[src/rtl/apb_store_pkg.sv]
// Shared address map, FSM state type and control bit positions for the APB
// result store.
package apb_store_pkg;

  localparam logic [1:0] ADDR_DATA   = 2'd0;
  localparam logic [1:0] ADDR_STATUS = 2'd1;
  localparam logic [1:0] ADDR_CTRL   = 2'd2;
  localparam logic [1:0] ADDR_RSVD   = 2'd3;

  localparam int unsigned CTRL_CLR_BIT = 0;

  typedef enum logic [1:0] {
    IDLE,
    SETUP,
    ACCESS
  } apb_state_t;

endpackage

[src/rtl/sync_fifo.sv]
// Circular-buffer result FIFO with an occupancy counter. Synchronous
// active-high reset. Clear has priority over push and pop.
module sync_fifo #(
  parameter int unsigned M     = 8,
  parameter int unsigned DEPTH = 4
) (
  input  logic                     PCLK,
  input  logic                     PRESET,
  input  logic                     push,
  input  logic                     pop,
  input  logic                     clr,
  input  logic [M-1:0]             din,
  output logic [M-1:0]             dout,
  output logic [$clog2(DEPTH):0]   count,
  output logic                     full,
  output logic                     empty
);

  localparam int unsigned AW = $clog2(DEPTH);
  localparam logic [AW:0] FULL_CNT = (AW+1)'(DEPTH);

  logic [M-1:0]  mem [DEPTH];
  logic [AW-1:0] wr_ptr;
  logic [AW-1:0] rd_ptr;
  logic          do_push;
  logic          do_pop;

  assign full    = (count == FULL_CNT);
  assign empty   = (count == '0);
  assign do_push = push && !full;
  assign do_pop  = pop && !empty && !push;
  assign dout    = mem[rd_ptr];

  // Pointers are exactly AW bits wide, so wrap from DEPTH-1 to 0 is natural overflow.
  always_ff @(posedge PCLK) begin
    if (PRESET || clr) begin
      wr_ptr <= '0;
      rd_ptr <= '0;
      count  <= '0;
    end else if (do_push) begin
      wr_ptr <= wr_ptr + 1'b1;
      count  <= count + 1'b1;
    end else if (do_pop) begin
      rd_ptr <= rd_ptr + 1'b1;
      count  <= count - 1'b1;
    end
  end

  always_ff @(posedge PCLK) begin
    if (!PRESET && !clr && do_push) begin
      mem[wr_ptr] <= din;
    end
  end

endmodule

[src/rtl/apb_result_store.sv]
// APB completer that queues ALU results into a small FIFO, exposes status and
// a clear control, inserts configurable wait states and flags illegal accesses.
module apb_result_store
  import apb_store_pkg::*;
#(
  parameter int unsigned M           = 8,
  parameter int unsigned DEPTH       = 4,
  parameter int unsigned WAIT_STATES = 1
) (
  input  logic                     PCLK,
  input  logic                     PRESET,
  input  logic [1:0]               PADDR,
  input  logic                     PSEL,
  input  logic                     PENABLE,
  input  logic                     PWRITE,
  input  logic [M-1:0]             PWDATA,
  output logic                     PREADY,
  output logic [M-1:0]             PRDATA,
  output logic                     PSLVERR,
  output logic [$clog2(DEPTH):0]   o_count,
  output logic                     o_full,
  output logic                     o_empty
);

  localparam int unsigned CW = $clog2(DEPTH) + 1;
  localparam logic [2:0] WAIT_INIT = 3'(WAIT_STATES);

  apb_state_t    state;
  logic [1:0]    addr_q;
  logic          write_q;
  logic [M-1:0]  wdata_q;
  logic [2:0]    wait_cnt;

  logic          in_access;
  logic          ready;
  logic          fifo_push;
  logic          fifo_pop;
  logic          fifo_clr;
  logic [M-1:0]  fifo_dout;
  logic [CW-1:0] fifo_count;
  logic          fifo_full;
  logic          fifo_empty;
  logic [M-1:0]  status_word;

  // SETUP is the state held during the first PENABLE cycle, so with W wait
  // states PREADY rises in access cycle W+1 (W=0 gives a two-cycle transfer).
  assign in_access = (state == SETUP || state == ACCESS) && PSEL && PENABLE;
  assign ready     = in_access && (wait_cnt == '0) && !PRESET;

  always_ff @(posedge PCLK) begin
    if (PRESET) begin
      state    <= IDLE;
      addr_q   <= '0;
      write_q  <= 1'b0;
      wdata_q  <= '0;
      wait_cnt <= '0;
    end else begin
      case (state)
        IDLE: begin
          if (PSEL && !PENABLE) begin
            addr_q   <= PADDR;
            write_q  <= PWRITE;
            wdata_q  <= PWDATA;
            wait_cnt <= WAIT_INIT;
            state    <= SETUP;
          end
        end
        SETUP, ACCESS: begin
          if (!in_access) begin
            state <= IDLE;
          end else if (wait_cnt != '0) begin
            wait_cnt <= wait_cnt - 1'b1;
            state    <= ACCESS;
          end else begin
            state <= IDLE;
          end
        end
        default: state <= IDLE;
      endcase
    end
  end

  assign status_word = {{(M-CW-2){1'b0}}, fifo_count, fifo_full, fifo_empty};

  always_comb begin
    fifo_push = 1'b0;
    fifo_pop  = 1'b0;
    fifo_clr  = 1'b0;
    PRDATA    = '0;
    PSLVERR   = 1'b0;
    PREADY    = ready;
    if (ready) begin
      case (addr_q)
        ADDR_DATA: begin
          if (write_q) begin
            if (fifo_full) PSLVERR = 1'b1;
            else           fifo_push = 1'b1;
          end else begin
            if (fifo_empty) begin
              PSLVERR = 1'b1;
            end else begin
              fifo_pop = 1'b1;
              PRDATA   = fifo_dout;
            end
          end
        end
        ADDR_STATUS: begin
          if (write_q) PSLVERR = 1'b1;
          else         PRDATA  = status_word;
        end
        ADDR_CTRL: begin
          if (write_q && wdata_q[CTRL_CLR_BIT]) fifo_clr = 1'b1;
        end
        default: PSLVERR = 1'b1;
      endcase
    end
  end

  sync_fifo #(
    .M     (M),
    .DEPTH (DEPTH)
  ) u_fifo (
    .PCLK   (PCLK),
    .PRESET (PRESET),
    .push   (fifo_push),
    .pop    (fifo_pop),
    .clr    (fifo_clr),
    .din    (wdata_q),
    .dout   (fifo_dout),
    .count  (fifo_count),
    .full   (fifo_full),
    .empty  (fifo_empty)
  );

  assign o_count = fifo_count;
  assign o_full  = fifo_full;
  assign o_empty = fifo_empty;

endmodule

[config.mk]
export PLATFORM = sky130hd
export DESIGN_NAME = apb_result_store
export DESIGN_NICKNAME = d
export VERILOG_FILES = /design/src/rtl/apb_store_pkg.sv /design/src/rtl/sync_fifo.sv /design/src/rtl/apb_result_store.sv
export SDC_FILE = /design/constraint.sdc
export NUM_CORES = 1
export LEC_CHECK = 0
export ABC_AREA = 1
export CORE_MARGIN = 4
export CORE_UTILIZATION = 59
export DETAILED_ROUTE_END_ITERATION = 10
export PLACE_DENSITY = 0.9
export SLEW_MARGIN = 20
export SYNTH_ARGS = -nofsm -noshare
export SYNTH_HDL_FRONTEND = slang
export SYNTH_SLANG_ARGS = --single-unit
export TNS_END_PERCENT = 100
[constraint.sdc]
create_clock -name PCLK -period 3.09 [get_ports PCLK]
set_input_delay 0.4635 -clock PCLK [delete_from_list [all_inputs] [get_ports PCLK]]
set_output_delay 0.4635 -clock PCLK [all_outputs]
set_load 0.005 [all_outputs]
# Word level (Yosys, flattened, before mapping)
# Memories as Yosys holds them, arrays and structs flattened. A register that Yosys moved wholly into a read port is not among the register bits.
# Cells that the tools add are included.
# op_classes
muxes	36
bitwise_logic	1
n_reduce_logical	30
n_eq_ne	8
n_addsub	5
# ops
cell	count
two-way mux 8 bit	3
two-way mux 1 bit	18
one-hot mux 8 bit (2 select lines)	1
two-way mux 3 bit	5
logical AND 1 bit	11
two-way mux 2 bit	5
zero test 1 bit	6
zero test 3 bit	2
inequality test 2 bit, second input constant	3
one-hot mux 3 bit (2 select lines)	1
subtractor 3 x 1 -> 3 bit, second input constant	2
two-way mux 5 bit	1
adder 2 x 1 -> 2 bit, second input constant	2
equality test 2 x 1 -> 1 bit, second input constant	2
equality test 2 bit, second input constant	2
zero test 2 bit	2
one-hot mux 2 bit (2 select lines)	1
AND reduction 2 bit	2
AND reduction 4 bit	1
nonzero test 2 bit	2
adder 3 x 1 -> 3 bit, second input constant	1
equality test 3 bit, second input constant	1
one-hot mux 1 bit (3 select lines)	1
nonzero test 3 bit	1
3 further kinds	4
# totals
regBits	23
mem_bits_rw	32
inputBits	15
n_memories	1
elab_cells	89
# mem_list
memory	depth	width	rd	rd_clocked_by_memory_dff	write_ports	line_no	text
u_fifo.mem	4	8	1	1	1	sync_fifo.sv:22	logic [M-1:0] mem [DEPTH];

# Logic depth before layout (Yosys ltp)
# logic_depth
depth_word	12
depth_mapped	12
ltp_nobuf	12

# Cells and area by module
# From an unflattened synthesis, not the netlist that was laid out.
# hier_totals
cells_unflattened	276
hier_area_um2	2546.2
# by_module_without_submodules
mod	cells_each	instances	seq_area_each_um2	area_per_inst_um2
sync_fifo	141	1	1141.1	1650.3
apb_result_store	135	1	320.3	895.9

# Least setup slack after synthesis
# No wires, ideal clock.
# synth_path
path_type	register -> register
startpoint	register state[0]
endpoint	register u_fifo.count[2]
path_slack_ns	1.175
arrival_ns	1.800
n_path_buf	0
stages_incl_launch_ff	11
cell_sequence	dfxtp_1 -> inv_1 -> ha_1 -> nand3_2 -> nor2_8 -> nand4_4 -> fa_1 -> inv_1 -> nand2_1 -> a21oi_1 -> nor2_1
# synth_between
elab_chain_cells	10
# synth_lines
element	line_no	text
from (decl)	apb_result_store.sv:28	apb_state_t state;
from (signal assigned)	apb_result_store.sv:52	state <= IDLE;
from (signal assigned)	apb_result_store.sv:65	state <= SETUP;
from (signal assigned)	apb_result_store.sv:70	state <= IDLE;
equality test 2 x 1 -> 1 bit / equality test 2 bit (equally long branches)	apb_result_store.sv:47	assign in_access = (state == SETUP || state == ACCESS) && PSEL && PENABLE;
logical OR 1 bit *	apb_result_store.sv:47	
logical AND 1 bit * (2 in a row)	apb_result_store.sv:47	
logical AND 1 bit * (2 in a row)	apb_result_store.sv:48	assign ready = in_access && (wait_cnt == '0) && !PRESET;
via PREADY	apb_result_store.sv:17	output logic PREADY,
two-way mux 1 bit	apb_result_store.sv:92	if (ready) begin
logical AND 1 bit / zero test 1 bit (equally long branches)	sync_fifo.sv:31	assign do_pop = pop && !empty && !push;
logical AND 1 bit	sync_fifo.sv:31	
nonzero test 2 bit (no line)	--	
to (signal assigned)	sync_fifo.sv:42	count <= count + 1'b1;
to (signal assigned)	sync_fifo.sv:45	count <= count - 1'b1;
to (decl)	sync_fifo.sv:14	output logic [$clog2(DEPTH):0] count,
# Mark *: on every way through the listed nets, which the timed path passes. The rest lies on a longest branch.
# A chain may end at the register's enable or synchronous reset.

# Worst setup path after layout
# layout_path
startpoint	register state[1]
endpoint	output PSLVERR
# layout_between
elab_chain_cells	7
# layout_lines
element	line_no	text
equality test 2 x 1 -> 1 bit / equality test 2 bit (equally long branches)	apb_result_store.sv:47	
logical OR 1 bit *	apb_result_store.sv:47	
logical AND 1 bit * (2 in a row)	apb_result_store.sv:47	
logical AND 1 bit * (2 in a row)	apb_result_store.sv:48	
two-way mux 1 bit *	apb_result_store.sv:92	
to (decl)	apb_result_store.sv:19	output logic PSLVERR,
# Every way passes the cells marked *; elsewhere a longest branch is shown, timed or not.

==> results.tsv <==
stage	metric	value	unit
outcome	status	finished clean	
cts	TritonCTS clock tree	yes	
sta	Hold Violations, Final	0	
finish	antenna diode count	0	
power	clock network fraction of total power	41.7	%
worst_hold_path	worst min path class	reg2reg	
route	Starting DRT DRC Count	166	
sta	Setup TNS Final	0	ns
route	WL per Instance	16.2	um
placed_design	placed cells	346	
route	Post-DRT Antenna Nets	0	
cts	Num CTS Buffers	9	
floorplanning	Die X	74	um
cts	CTS resizes	0	
sta	Final Cycle Share	92.0	%
cts	Post-CTS Setup Inserts	0	
cts	clk_lat worst skew	0.33	ns
sta	slew margin rel.	67.2	%
finish	Layout Utilization	76.4	%
critical_path	crit-path max cell delay	0.56	ns
cts	clk slew on worst S/H paths	0.07	ns
global_routing	number of global-route vias before repair	1959	
route	vias per inst	5.65	
route	Pre-antenna DRT Iters	4	
global_routing	Tot GR Track Use	22.7	%
logic_synthesis	Gate Count Post-Synth	269	
finish	cell area after layout	0.00314	mm2
logic_synthesis	syn avg cell area	9.55	um2
sta	clock skew	0.00906	ns
cts	clock buffer depth	2	
power	Comb power frac	10.4	%
route	Total Wirelength	5.86	mm
critical_path	worst path cell trace	inv_1 > ha_1 > nand3_2 > nor2_8 > inv_1 > a211oi_1 > clkdlybuf4s50_1	
route	Remaining DRCs	0	
critical_path	Max FO, Critical Path	6	
finish	most frequent cells in the layout	nor2_1, o21ai_0, edfxtp_1, inv_1, clkdlybuf4s50_1	
power	Switching Fraction	24.3	%
logic_synthesis	Synth Warn #	0	
logic_synthesis	top cell type's share of synthesized area	37.4	%
critical_path	worst path required time	2.63	ns
power	Internal	1390	uW
power	Max IR drop VDD	0.000397	V
floorplanning	std cell rows	23	
finish	Fillers	265	
cts	CTS sink cnt	57	
finish	final cell count without fillers	362	
flow_run	maxcap violations	0	
sta	RSZ-0062 raised after global routing	false	
power	LEAKAGE	0.00119	uW
logic_synthesis	Synth Cell Area	0.00257	mm2
power	sequential share of power	47.9	%
finish	Layout area overhead	22.3	%
placed_design	gpl congestion	0.829	
floorplanning	Die Ht	74	um
floorplanning	IO Pins	30	
global_routing	largest net degree at the start of global routing	17	
cts	root buf cell	clkbuf_8	
logic_synthesis	flops & latches, synth	57	
cts	# hold bufs at CTS	0	
placed_design	Post-Place Setup Slack	0.379	ns
critical_path	Setup crit start kind	flip-flop	
critical_path	Worst path top cell family by delay	buffers and inverters	
global_routing	grt ovf	0	
sta	Worst-Margin Slew	0.490	ns
sta	Final WS setup	0.248	ns
critical_path	CP Buf/Inv Count	3	
placed_design	dpl hpwl	3.84	mm
power	sw power	445	uW
finish	share of layout cells above drive strength 1	12.5	%
logic_synthesis	post-synthesis sequential area ratio	56.9	%
logic_synthesis	Yosys top cell by area	edfxtp_1	
critical_path	Slowest-stage cell, CP	clkdlybuf4s50_1	
placed_design	Post-DP Area	0.00292	mm2
sta	endpoints failing setup	0	
floorplanning	core area	0.00412	mm2
sta	max-slew violations	0	
logic_synthesis	syn nets	293	
logic_synthesis	Synth cell types	30	
floorplanning	Starting Density	62.5	%
sta	min Tclk post-route	2.84	ns
cts	H-Tree Depth	3	
critical_path	WP data arrival	2.38	ns
power	power per cell area	582	mW/mm2
route	total number of vias	2044	
global_routing	first-pass GRT wire length	8.98	mm
critical_path	crit end category	primary output	
placed_design	PortBufs	29	
critical_path	critical path type	reg2out	
sta	fmax	0.352	GHz
logic_synthesis	Synth area leaders	edfxtp_1, dfxtp_1, nor2_1	
floorplanning	die area	0.00548	mm2
global_routing	initial antenna violation count	0	
finish	most common cell after layout, fill and taps aside	nor2_1	
finish	Final nets	331	
critical_path	Worst path most repeated cell	inv_1	
[Yosys cell counts]
master	count
fa_1	1
nand2_2	4
a21boi_2	1
ha_1	8
buf_4	2
a21oi_1	20
dfxtp_1	25
edfxtp_1	32
nor2_2	1
nand2_4	1
nand2_1	26
o21ai_0	33
nor2_8	1
a22oi_1	4
inv_2	1
nand4_4	1
a211oi_1	1
nand3_1	11
buf_2	5
nor2_4	3
inv_1	29
a21oi_2	2
nor2_1	50
nor3_2	1
or2_2	1
nor3_1	1
clkbuf_1	1
o22ai_1	1
o21ai_1	1
nand3_2	1
[worst min-delay path: stages (launching register included)]
cell	delay [ns]
dfxtp_1	0.32
inv_1	0.07
a21oi_1	0.06
[final timing paths]
check | slack, ns | from | depth (start not counted) | end
setup reg to reg | 0.87 | state[1]$_SDFFE_PP0N_ | 7 | u_fifo.mem[2][7]$_DFFE_PP_
setup / recovery | 0.25 | state[1]$_SDFFE_PP0N_ | 7 | PSLVERR
hold reg to reg | 0.49 | state[0]$_SDFFE_PP0N_ | 2 | state[0]$_SDFFE_PP0N_
hold / removal | 0.49 | state[0]$_SDFFE_PP0N_ | 2 | state[0]$_SDFFE_PP0N_
[registers in the layout (all words and copies together) (netlist names), 2 cells and up, named ones only]
signal / count
u_fifo.wr_ptr: 2
addr_q: 2
state: 2
u_fifo.count: 3
u_fifo.mem: 32
wdata_q: 8
u_fifo.rd_ptr: 2
wait_cnt: 3
[power by group through the flow]
stage	Sequential (uW)	Clock [uW]	Combinational, uW
after floorplan	879	0	138
after global placement	886	0	177
after detailed placement	890	0	187
after CTS	875	772	190
after global routing	879	807	215
final	877	764	190
[cells by family after synthesis]
kind of cell	synth area share (%)
compound gates	13.3
fa+ha+maj	4.67
simple gates	19.0
flops	56.9
buf+inv	6.08
[layer usage]
layer	vias to the layer above	GRT usage (%)	share of wire [%]
li1	975	-	-
met1	962	24.5	38
met2	94	40.7	53
met3	13	5.00	7.3
met4	0	13.1	2.0
met5	-	0	0
[per-stage QoR]
| step | total power (uW) | hold WS [ns] |
|---|---|---|
| detailed placement | 1080 | 0.476 |
| global placement | 1060 | 0.471 |
| CTS | 1840 | 0.486 |
| floorplan | 1020 | 0.455 |
| global route | 1900 | 0.515 |
| finish | 1830 | 0.489 |
[final cells by class]
cell class,count,area [um2],area share [%]
Sequential cell,57,1460,46.5
Multi-Input combinational cell,174,952,30.3
Timing Repair Buffer,35,335,10.7
Clock buffer,11,141,4.50
Inverter,30,113,3.58
Clock inverter,5,78.8,2.51
Tap cell,50,62.6,1.99
No activity file was read; power rests on OpenSTA's default activity.
